**config.mk**
```make
export PLATFORM = sky130hd
export DESIGN_NAME = mioc_pattern_seq
export DESIGN_NICKNAME = d
export VERILOG_FILES = /design/src/rtl/mioc_pattern_seq.sv
export SDC_FILE = /design/constraint.sdc
export NUM_CORES = 1
export LEC_CHECK = 0
export CAP_MARGIN = 20
export CORE_MARGIN = 3
export CORE_UTILIZATION = 55
export DETAILED_ROUTE_END_ITERATION = 7
export PLACE_DENSITY = 0.77
export SLEW_MARGIN = 20
export SYNTH_ARGS = -nofsm -noshare
export SYNTH_HDL_FRONTEND = slang
export SYNTH_SLANG_ARGS = --single-unit
```
**constraint.sdc**
```tcl
create_clock -name clk -period 2.6 [get_ports clk]
set_input_delay 0.52 -clock clk [delete_from_list [all_inputs] [get_ports clk]]
set_output_delay 0.52 -clock clk [all_outputs]
set_load 0.02 [all_outputs]
```
**src/rtl/mioc_pattern_seq.sv**
```systemverilog
// mioc_pattern_seq: applies queued 4-bit stimulus patterns to an external register under test,
// waits a fixed settle time, samples q/qbar and reports a pass/fail result per pattern.
//
// Ports:
//   clk, rst             clock and synchronous active-high reset
//   pat_valid/pat_ready  pattern input handshake (pat_ready = FIFO not full)
//   pat_data, pat_exp    pattern (bit3->in1 .. bit0->in4) and expected q
//   in1..in4             stimulus driven to the register under test
//   q, qbar              register under test outputs
//   res_valid/res_ready  result output handshake
//   res_data             {pattern[3:0], q, qbar, pass}
//   err_count            saturating count of failed patterns
//   busy                 FSM not idle or FIFO non-empty
module mioc_pattern_seq #(
    parameter int unsigned SETTLE_CYCLES = 8,
    parameter int unsigned DEPTH         = 4
) (
    input  logic       clk,
    input  logic       rst,
    input  logic       pat_valid,
    output logic       pat_ready,
    input  logic [3:0] pat_data,
    input  logic       pat_exp,
    output logic       in1,
    output logic       in2,
    output logic       in3,
    output logic       in4,
    input  logic       q,
    input  logic       qbar,
    output logic       res_valid,
    input  logic       res_ready,
    output logic [6:0] res_data,
    output logic [7:0] err_count,
    output logic       busy
);

    localparam int unsigned AW = $clog2(DEPTH);

    typedef enum logic [1:0] {StIdle, StSettle, StSample, StReport} state_e;

    // Pattern FIFO; entries are {pattern, expected q}
    logic [4:0]    mem [DEPTH];
    logic [AW-1:0] wr_ptr_q;
    logic [AW-1:0] rd_ptr_q;
    logic [AW:0]   count_q;
    logic          full;
    logic          empty;
    logic          push;
    logic          pop;
    logic [4:0]    rd_entry;

    state_e     state_q, state_d;
    logic [7:0] cnt_q, cnt_d;
    logic [3:0] pat_q, pat_d;
    logic       exp_q, exp_d;
    logic       res_valid_q, res_valid_d;
    logic [6:0] res_data_q, res_data_d;
    logic [7:0] err_q, err_d;
    logic       pass;

    assign full     = (count_q == (AW+1)'(DEPTH));
    assign empty    = (count_q == '0);
    assign push     = pat_valid && !full;
    assign rd_entry = mem[rd_ptr_q];

    // Storage has no reset; validity is tracked by count_q alone
    always_ff @(posedge clk) begin
        if (push) begin
            mem[wr_ptr_q] <= {pat_data, pat_exp};
        end
    end

    // Pointers wrap modulo DEPTH naturally since DEPTH is a power of two
    always_ff @(posedge clk) begin
        if (rst) begin
            wr_ptr_q <= '0;
            rd_ptr_q <= '0;
            count_q  <= '0;
        end else begin
            if (push) begin
                wr_ptr_q <= wr_ptr_q + 1'b1;
            end
            if (pop) begin
                rd_ptr_q <= rd_ptr_q + 1'b1;
            end
            if (push && !pop) begin
                count_q <= count_q + 1'b1;
            end else if (pop && !push) begin
                count_q <= count_q - 1'b1;
            end
        end
    end

    always_ff @(posedge clk) begin
        if (rst) begin
            state_q     <= StIdle;
            cnt_q       <= '0;
            pat_q       <= '0;
            exp_q       <= 1'b0;
            res_valid_q <= 1'b0;
            res_data_q  <= '0;
            err_q       <= '0;
        end else begin
            state_q     <= state_d;
            cnt_q       <= cnt_d;
            pat_q       <= pat_d;
            exp_q       <= exp_d;
            res_valid_q <= res_valid_d;
            res_data_q  <= res_data_d;
            err_q       <= err_d;
        end
    end

    assign pass = (q == exp_q) && (qbar == !q);

    always_comb begin
        state_d     = state_q;
        cnt_d       = cnt_q;
        pat_d       = pat_q;
        exp_d       = exp_q;
        res_valid_d = res_valid_q;
        res_data_d  = res_data_q;
        err_d       = err_q;
        pop         = 1'b0;
        case (state_q)
            StIdle: begin
                // Stimulus only ever changes here, so in1..in4 hold while idle
                if (!empty) begin
                    pop     = 1'b1;
                    pat_d   = rd_entry[4:1];
                    exp_d   = rd_entry[0];
                    cnt_d   = 8'(SETTLE_CYCLES - 1);
                    state_d = StSettle;
                end
            end
            StSettle: begin
                // Loaded with SETTLE_CYCLES-1 so the state lasts SETTLE_CYCLES cycles
                if (cnt_q == '0) begin
                    state_d = StSample;
                end else begin
                    cnt_d = cnt_q - 1'b1;
                end
            end
            StSample: begin
                res_data_d  = {pat_q, q, qbar, pass};
                res_valid_d = 1'b1;
                state_d     = StReport;
            end
            StReport: begin
                if (res_ready) begin
                    res_valid_d = 1'b0;
                    if (!res_data_q[0] && (err_q != 8'hff)) begin
                        err_d = err_q + 1'b1;
                    end
                    state_d = StIdle;
                end
            end
            default: begin
                state_d = StIdle;
            end
        endcase
    end

    assign pat_ready = !full;
    assign in1       = pat_q[3];
    assign in2       = pat_q[2];
    assign in3       = pat_q[1];
    assign in4       = pat_q[0];
    assign res_valid = res_valid_q;
    assign res_data  = res_data_q;
    assign err_count = err_q;
    assign busy      = (state_q != StIdle) || !empty;

endmodule

```
### Word-level counts from Yosys, hierarchy flattened

Memory sizes are Yosys's and may differ from the RTL's. A register that Yosys moved wholly into a read port is not among the register bits.
Index checks and enable logic that the tools add are counted.

* $add $sub $neg: 6
* equality and inequality tests: 11
* multiplexer cells: 15
* bitwise operators: 1
* reductions and logical operators: 24

Operator list (number)
* $mux W8: 2
* $pmux W8 S2: 1
* $reduce_and A3 Y1: 3
* $add A8 B1 Y8 const B: 1
* $logic_not A8 Y1: 1
* $ne A2 B2 Y1 const B: 4
* $ne A8 B8 Y1 const B: 1
* $pmux W2 S4: 1
* $reduce_bool A2 Y1: 4
* $sub A8 B1 Y8 const B: 1
* $logic_not A1 Y1: 6
* $mux W2: 3
* $mux W3: 2
* $logic_and A1 B1 Y1: 5
* $mux W1: 5
* $add A2 B1 Y2 const B: 2
* $eq A2 B2 Y1 const B: 2
* $reduce_and A2 Y1: 2
* $add A3 B1 Y3 const B: 1
* $eq A3 B3 Y1 const B: 1
* $logic_not A3 Y1: 1
* $sub A3 B1 Y3 const B: 1
* $eq A1 B1 Y1: 2
* $eq A2 B1 Y1 const B: 1
* other kinds (4): 4

* register bits after elaboration: 33
* bits in writable memories: 20
* bits of input ports: 11
* output and inout bits: 22
* logic and storage cells: 66
* memories: 1

Memories
* mem: words 4, width 5, read ports 1, clocked after memory_dff 1, wr ports 1, line 42 `logic [4:0] mem [DEPTH];`

### Depth between registers and ports, before layout

Gate-level depths: netlist of run 1.

* word-level depth: 7
* depth in mapped cells: 11
* depth with buffers taken out: 10

### Least setup slack after synthesis of run 1

OpenSTA, ideal clock, no wires.

* kind: register -> register
* start point: register state_q[0]
* end point: register count_q[2]
* library setup time: 0.071 ns
* arrival time: 2.189 ns
* required time: 2.529 ns
* setup slack: 0.341 ns
* stages on the path, launching flop included: 12
* path buffers: 1
* period minus slack after synthesis: 2.259 ns
* cell sequence: dfxtp_1 > inv_1 > ha_1 > o31a_1 > buf_4 > inv_1 > ha_1 > inv_1 > fa_1 > xor2_1 > or3_1 > a21oi_1

* cells in the longest elaborated chain, start to end: 5
* elaborated cells between the ends (all ways): 7
* classes of those cells: mux (2); reduce/logical (5)

Ends and longest elaborated chain
* start, declared: line 52 `state_e state_q, state_d;`
* start signal, assigned: line 96 `state_q <= StIdle;`
* start signal, assigned: line 104 `state_q <= state_d;`
* $logic_not A2 Y1 *: line 125 `case (state_q)`
* $mux W1 *: line 125
* $logic_not A1 Y1: line 86 `if (push && !pop) begin`
* $logic_and A1 B1 Y1: line 86
* $mux W3 / $reduce_bool A2 Y1 (equally long branches)
* end signal, assigned: line 87 `count_q <= count_q + 1'b1;`
* end signal, assigned: line 89 `count_q <= count_q - 1'b1;`
* end, declared: line 45 `logic [AW:0] count_q;`

Mark *: on every way between the ends. The rest lies on a longest branch, timed or not.
A chain may end at the register's enable or synchronous reset.

### Worst setup path after layout of run 1

* start point: register state_q[0]
* end point: output port busy

* cells in the longest elaborated chain, start to end: 2

Ends and longest elaborated chain
* $reduce_bool A2 Y1: line 172 `assign busy = (state_q != StIdle) || !empty;`
* $logic_or A1 B1 Y1: line 172
* end, declared: line 34 `output logic busy`

No other way between the ends.

==> results of run 1 <==
[final timing paths]
path                            startpoint          to  slack [ns]  depth (start not counted)
worst max-delay path            state_q[0]        busy        0.20                          4
worst min register to register    pat_q[3]    pat_q[3]        0.48                          2
worst max register to register  state_q[0]  count_q[2]        0.28                         10
worst min-delay path              pat_q[3]    pat_q[3]        0.48                          2
[layer usage]
layer / vias up / part of all wire, % / GRT usage, %
met1: 859 / 42 / 23.1
li1: 927 / - / -
met5: - / 0 / 0
met4: 0 / 1.1 / 7.11
met3: 7 / 5.4 / 7.74
met2: 49 / 51 / 32.9
[state kept, by name (all words and copies together), names as in the netlist]
register	cells
wr_ptr_q	2
mem	20
cnt_q	8
count_q	3
rd_ptr_q	2
exp_q	1
err_count	8
res_data	7
state_q	2
res_valid	1
pat_q	4
[where the power goes]
part | internal (W) | leakage, nW | switching [W]
clock network | 0.000467 | 0.0945 | 0.000369
registers | 0.00113 | 0.494 | 0.000190
logic | 0.000607 | 0.595 | 0.000678
total | 0.00220 | 1.18 | 0.00124
[cells in the final DEF (no fill, tap or decap), types with 3 or more instances in the layout]
master,instances
clkdlybuf4s50_1,31
nor3_1,3
mux4_2,5
clkinvlp_4,3
inv_1,13
o21a_1,3
clkbuf_8,10
nand4_1,5
edfxtp_1,20
mux2i_1,13
o21ai_0,6
nor2_1,25
nand2b_1,4
a21oi_1,10
dfxtp_1,38
xor2_1,7
and2_1,5
nand2_1,20
ha_1,13
buf_4,5
or4_1,3
[worst reg2reg max path, delay by kind of cell, from the launching register on]
family	cells	cell delay [ns]
buffers and inverters	3	0.34
adders and majority gates	3	0.85
and+or+nand+nor	1	0.30
DFF	1	0.36
AOI/OAI and AO/OA	2	0.26
xor gates and xnor gates	1	0.16
[cells by family (layout without fill, tap and decap cells)]
group	count (synthesis)	after routing	synth area share (%)
buf+inv	22	66	3.51
xor+xnor	9	9	3.03
fa+ha+maj	14	14	7.01
simple gates	80	80	15.6
compound gates	36	36	9.32
mux	18	18	9.32
flops	58	58	52.3
[synthesized netlist by cell type, types with 2 or more instances]
library cell / instances / share of area [%]
a211oi_1: 2 / 0.58
a21boi_1: 2 / 0.58
a21oi_1: 10 / 1.9
a311oi_1: 2 / 0.67
and2_1: 5 / 1.2
and3_1: 2 / 0.48
buf_4: 2 / 0.58
clkbuf_1: 6 / 0.86
dfxtp_1: 38 / 29
edfxtp_1: 20 / 23
ha_1: 13 / 6.2
inv_1: 13 / 1.9
mux2i_1: 13 / 5.0
mux4_2: 5 / 4.3
nand2_1: 20 / 2.9
nand2b_1: 4 / 0.96
nand3_1: 2 / 0.38
nand4_1: 5 / 1.2
nor2_1: 25 / 3.6
nor3_1: 3 / 0.58
nor4_1: 2 / 0.48
o2111ai_1: 2 / 0.67
o211ai_1: 2 / 0.58
o21a_1: 3 / 0.86
o21ai_0: 6 / 1.2
or3_1: 2 / 0.48
or4_1: 3 / 0.86
xnor2_1: 2 / 0.67
xor2_1: 7 / 2.4
[final cells by class]
class / count / area [um2]
clock inverter: 6 / 66.3
clock buffer: 10 / 138
inverter: 13 / 48.8
fill: 309 / 1290
multi-input combinational: 157 / 1150
timing repair buffer: 37 / 357
tap: 52 / 65.1
sequential: 58 / 1360
[metrics by stage]
stage | total power, W | instances
after CTS | 0.00347 | 333
after detailed placement | 0.00262 | 317
after global routing | 0.00368 | 333
final | 0.00344 | 333
after floorplan | 0.00226 | 237
after global placement | 0.00257 | 317
==> metrics.yaml, run 1 <==
cts_sinks: 58
hold_class: "reg2reg"
drive_above_1_share_pct: 10.7
cp.arrival_ns: 1.88
dieArea_um2: 5600
min_period_over_period_pct: 92.2
crit_path_start_kind: "flop"
post_cts_buffers: 0
setup_ws_ns: 0.204
grt_overflow: 0
clockBufferDepth: 2
tightest_slew_ns: 0.536
ctsResizeCount: 1
dr.pass1.iters: 4
critPathBufInv: 2
path_cells: "inv_1 -> ha_1 -> or4b_1 -> dlygate4sd2_1"
cp_slowest_cell: "or4b_1"
setup_viol: 0
post-place-ws_ns: 0.0915
avgSynthCellArea_um2: 11.0
rsz0062_at_grt: "false"
io_pins: 33
h-tree-depth: 3
drt_iter0_markers: 46
viasPerCell: 5.53
p_per_area_nw_per_um2: 1080
fin_skew_ns: 0.00343
synth_nets: 262
vias: 1842
nets: 301
cp_slowest_stage_delay_ns: 0.51
wire_per_inst_um: 14.6
critPathRequiredTime_ns: 2.08
dieWidth_um: 74.8
numCtsBuffers: 9
status: "completed"
rows: 24
leakagePower_nw: 1.18
diodes: 0
post_dp_cell_area_um2: 2990
finalInstanceArea_um2: 3190
gp_congestion: 0.789
fmax_mhz: 417
coreArea_um2: 4470
drtAntennaViolNets: 0
async_flop_share_pct: 0
syn_to_final_growth_pct: 22.4
drv_cap: 0
crit_family: "simple AND/OR/NAND/NOR gates"
syn-cell-area_um2: 2600
max-slew-margin-rel_pct: 63.9
antenna_found_initial: 0
end_kind: "output pin"
ir_drop_mv: 0.569
drc: 0
hold_viol: 0
slew_viol_final: 0
ys_types: 45
cp_max_fo: 4
cts_tree: "yes"
wirelength_um: 4870
clockRootBuffer: "clkbuf_8"
postSynthCellCount: 237
yosysWarnings: 0
grt_max_degree: 15
hpwl_um: 3580
path_class: "reg2out"
start_util_pct: 58.2
utilization_pct: 71.3
grtUsageTotal_pct: 19.7
seq_area_frac_synth_pct: 52.3
finalSetupTns_ns: 0
ctsHoldBuffers: 0
port_buffers: 32
fin_hold_ws_ns: 0.480
die_h_um: 74.8
cts.clk_slew.worst_paths_ns: 0.07
ys.flop_type: "dfxtp_1"
grt_pass1_vias: 1784
worstSkewPairLatency_ns: 0.34
min_period_ns: 2.40
grt_pass1_wl_um: 8150
synth-edff-count: 20
synth-seq-cells: 58
Note: power is estimated with default switching activity, not from simulation.
==> inputs of run 2 (changes only) <==
--- a/config.mk
+++ b/config.mk
@@ -9,6 +9,7 @@
 export CORE_MARGIN = 3
 export CORE_UTILIZATION = 55
 export DETAILED_ROUTE_END_ITERATION = 7
+export GPL_TIMING_DRIVEN = 0
 export PLACE_DENSITY = 0.77
 export SLEW_MARGIN = 20
 export SYNTH_ARGS = -nofsm -noshare
==> run 2 against run 1 <==
  * Clock power is 8.1% higher
  * Final cell count is 0.90% higher
  * Sequential power is 3% lower
  * Power is 1.8% higher
  * Count of clock-buffer cells in the layout is 1 higher
  * Die area stayed put
  * Fmax is 2.5% lower
  * Sequential share of layout area is 0.28 points lower
  * Global-route usage is 0.59 points lower
  * Combinational power hardly changed
  * Routed wire length is 5.0% lower
  * Via count is 0.87% lower
  * Critical path type unchanged
  * Largest power group is now combinational cells
==> metrics.yaml, run 2 (synthesis gave the netlist of run 1 again) <==
wirelength_um: 4630  # -5.0%
port_buffers: 31  # -3.1%
coreArea_um2: 4470  # unchanged
gp_congestion: 0.828  # +4.9%
switching_share_pct: 34.5  # -1.5 points
utilization_pct: 71.7  # +0.48 points
startpoint: "state_q[0]"
endpoint: "busy"
rows: 24  # unchanged
grt_max_degree: 11  # -4
grt_pass1_wl_um: 7850  # -3.6%
setup_viol: 0  # unchanged
drt_iter0_markers: 65  # +41%
wire_per_inst_um: 13.8  # -5.8%
r2r_start: "state_q[0]"
tightest_slew_ns: 0.639  # +0.103 ns
end_kind: "output pin"
vias: 1826  # -0.87%
dieArea_um2: 5600  # unchanged
grt_pass1_vias: 1707  # -4.3%
switching_power_w: 0.00121  # -2.5%
nets: 304  # +1.0%
rsz0062_at_grt: "false"
r2r_slack_ns: 0.19  # -0.09 ns
layout_common_cells: "dfxtp_1, clkdlybuf4s50_1, nor2_1"
pwr-share-clk_pct: 25.9  # +1.6 points
hpwl_um: 3350  # -6.3%
worstRegToRegCells: 11  # +1
status: "completed"
min_period_over_period_pct: 94.5  # +2.3 points
dr.pass1.iters: 4  # unchanged
min_period_ns: 2.46  # +0.0608 ns
cp_max_fo: 6  # +2
hold_viol: 0  # unchanged
io_pins: 33  # unchanged
drive_above_1_share_pct: 10.6  # -0.11 points
fmax_mhz: 407  # -2.5%
numCtsBuffers: 9  # unchanged
worstSkewPairLatency_ns: 0.34  # about the same
antenna_found_initial: 0  # unchanged
dieWidth_um: 74.8  # unchanged
cts_tree: "yes"
cts.clk_slew.worst_paths_ns: 0.06  # about the same
drtAntennaViolNets: 0  # unchanged
p_int_w: 0.00229  # +4.2%
finalSetupTns_ns: 0  # unchanged
seqPwrFrac_pct: 36.6  # -1.7 points
hold_class: "in2reg"
drc: 0  # unchanged
slew_viol_final: 0  # unchanged
h-tree-depth: 3  # unchanged
cp_slowest_cell: "or4b_1"
clockRootBuffer: "clkbuf_8"
critPathRequiredTime_ns: 2.08  # about the same
crit_path_start_kind: "flop"
layout_commonest_cell: "dfxtp_1"
clockBufferDepth: 2  # unchanged
ir_drop_mv: 0.541  # -4.9%
p_per_area_nw_per_um2: 1090  # +1.1%
path_cells: "inv_1 -> ha_2 -> or4b_1 -> clkbuf_2 -> clkdlybuf4s15_1"
path_class: "reg2out"
cts_sinks: 58  # unchanged
largest_reg_flops: 20  # unchanged
combPwrFrac_pct: 37.5  # about the same
fin_skew_ns: 0.00943  # +0.00601 ns
leakagePower_nw: 1.19  # +0.36%
timing.rr.end: "count_q[2]"
post_cts_buffers: 0  # unchanged
cp.arrival_ns: 1.94  # +0.06 ns
diodes: 0  # unchanged
grtUsageTotal_pct: 19.1  # -0.59 points
top_register: "mem"
grt_overflow: 0  # unchanged
cp_slowest_stage_delay_ns: 0.44  # -0.07 ns
die_h_um: 74.8  # unchanged
start_util_pct: 58.2  # unchanged
fill_cells: 335  # +8.4%
viasPerCell: 5.43  # -1.8%
ctsHoldBuffers: 0  # unchanged
max-slew-margin-rel_pct: 57.4  # -6.5 points
syn_to_final_growth_pct: 23.2
drv_cap: 0  # unchanged
==> run 2: metal layers <==
metal,wire (um),track usage (%),vias up
li1,-,-,935
met1,2060,22.9,857
met2,2310,30.8,28
met3,194,8.68,6
met4,63,6.32,0
met5,0,0,-
==> run 2: worst max-delay path: cells and delay by family (launching register included) <==
kind                       cells  cell delay (ns)
adders and majority gates      1             0.23
buffers and inverters          3             0.60
and+or+nand+nor                1             0.44
DFF                            1             0.33
==> run 2: power groups by stage <==
stage,sequential [W],combinational (W),clock (W)
final,0.00128,0.00131,0.000905
after global routing,0.00131,0.00147,0.000964
after CTS,0.00128,0.00130,0.000930
after detailed placement,0.00130,0.00130,0
after global placement,0.00129,0.00127,0
after floorplan,0.00131,0.000953,0
==> run 2: how the worst min path moves through the flow <==
stage | depth (start not counted) | from | slack [ns] | end
CTS | 2 | rst | 0.42 | state_q[1]
global placement | 2 | exp_q | 0.46 | exp_q
finish | 2 | rst | 0.43 | state_q[1]
floorplan | 2 | cnt_q[7] | 0.45 | cnt_q[7]
global route | 2 | rst | 0.43 | state_q[1]
detailed placement | 2 | cnt_q[7] | 0.47 | cnt_q[7]
==> run 2: area by class of cell <==
type	instances	area, um2	share of cell area [%]
buffer	9	42.5	1.33
clock buffer	11	141	4.41
clock inverter	5	77.6	2.42
inverter	13	52.6	1.64
multi-input combinational	157	1160	36.1
sequential	58	1360	42.4
tap	52	65.1	2.03
timing repair buffer	31	310	9.67
==> run 2: what timing repair did <==
action / in CTS / in global routing
resized for setup: 1 / 4
endpoints found under the hold margin: 0 / 0
setup endpoints to repair: 1 / 2
==> run 2: per-stage QoR <==
step	instances	hold WS [ns]	cell area (um2)	power (W)	worst slack, ns
floorplan	237	0.446	2610	0.00226	0.341
global placement	320	0.462	2980	0.00256	-0.179
detailed placement	320	0.473	2980	0.00260	-0.238
CTS	336	0.417	3200	0.00351	0.0769
global route	336	0.426	3210	0.00375	0.0201
finish	336	0.434	3210	0.00350	0.143
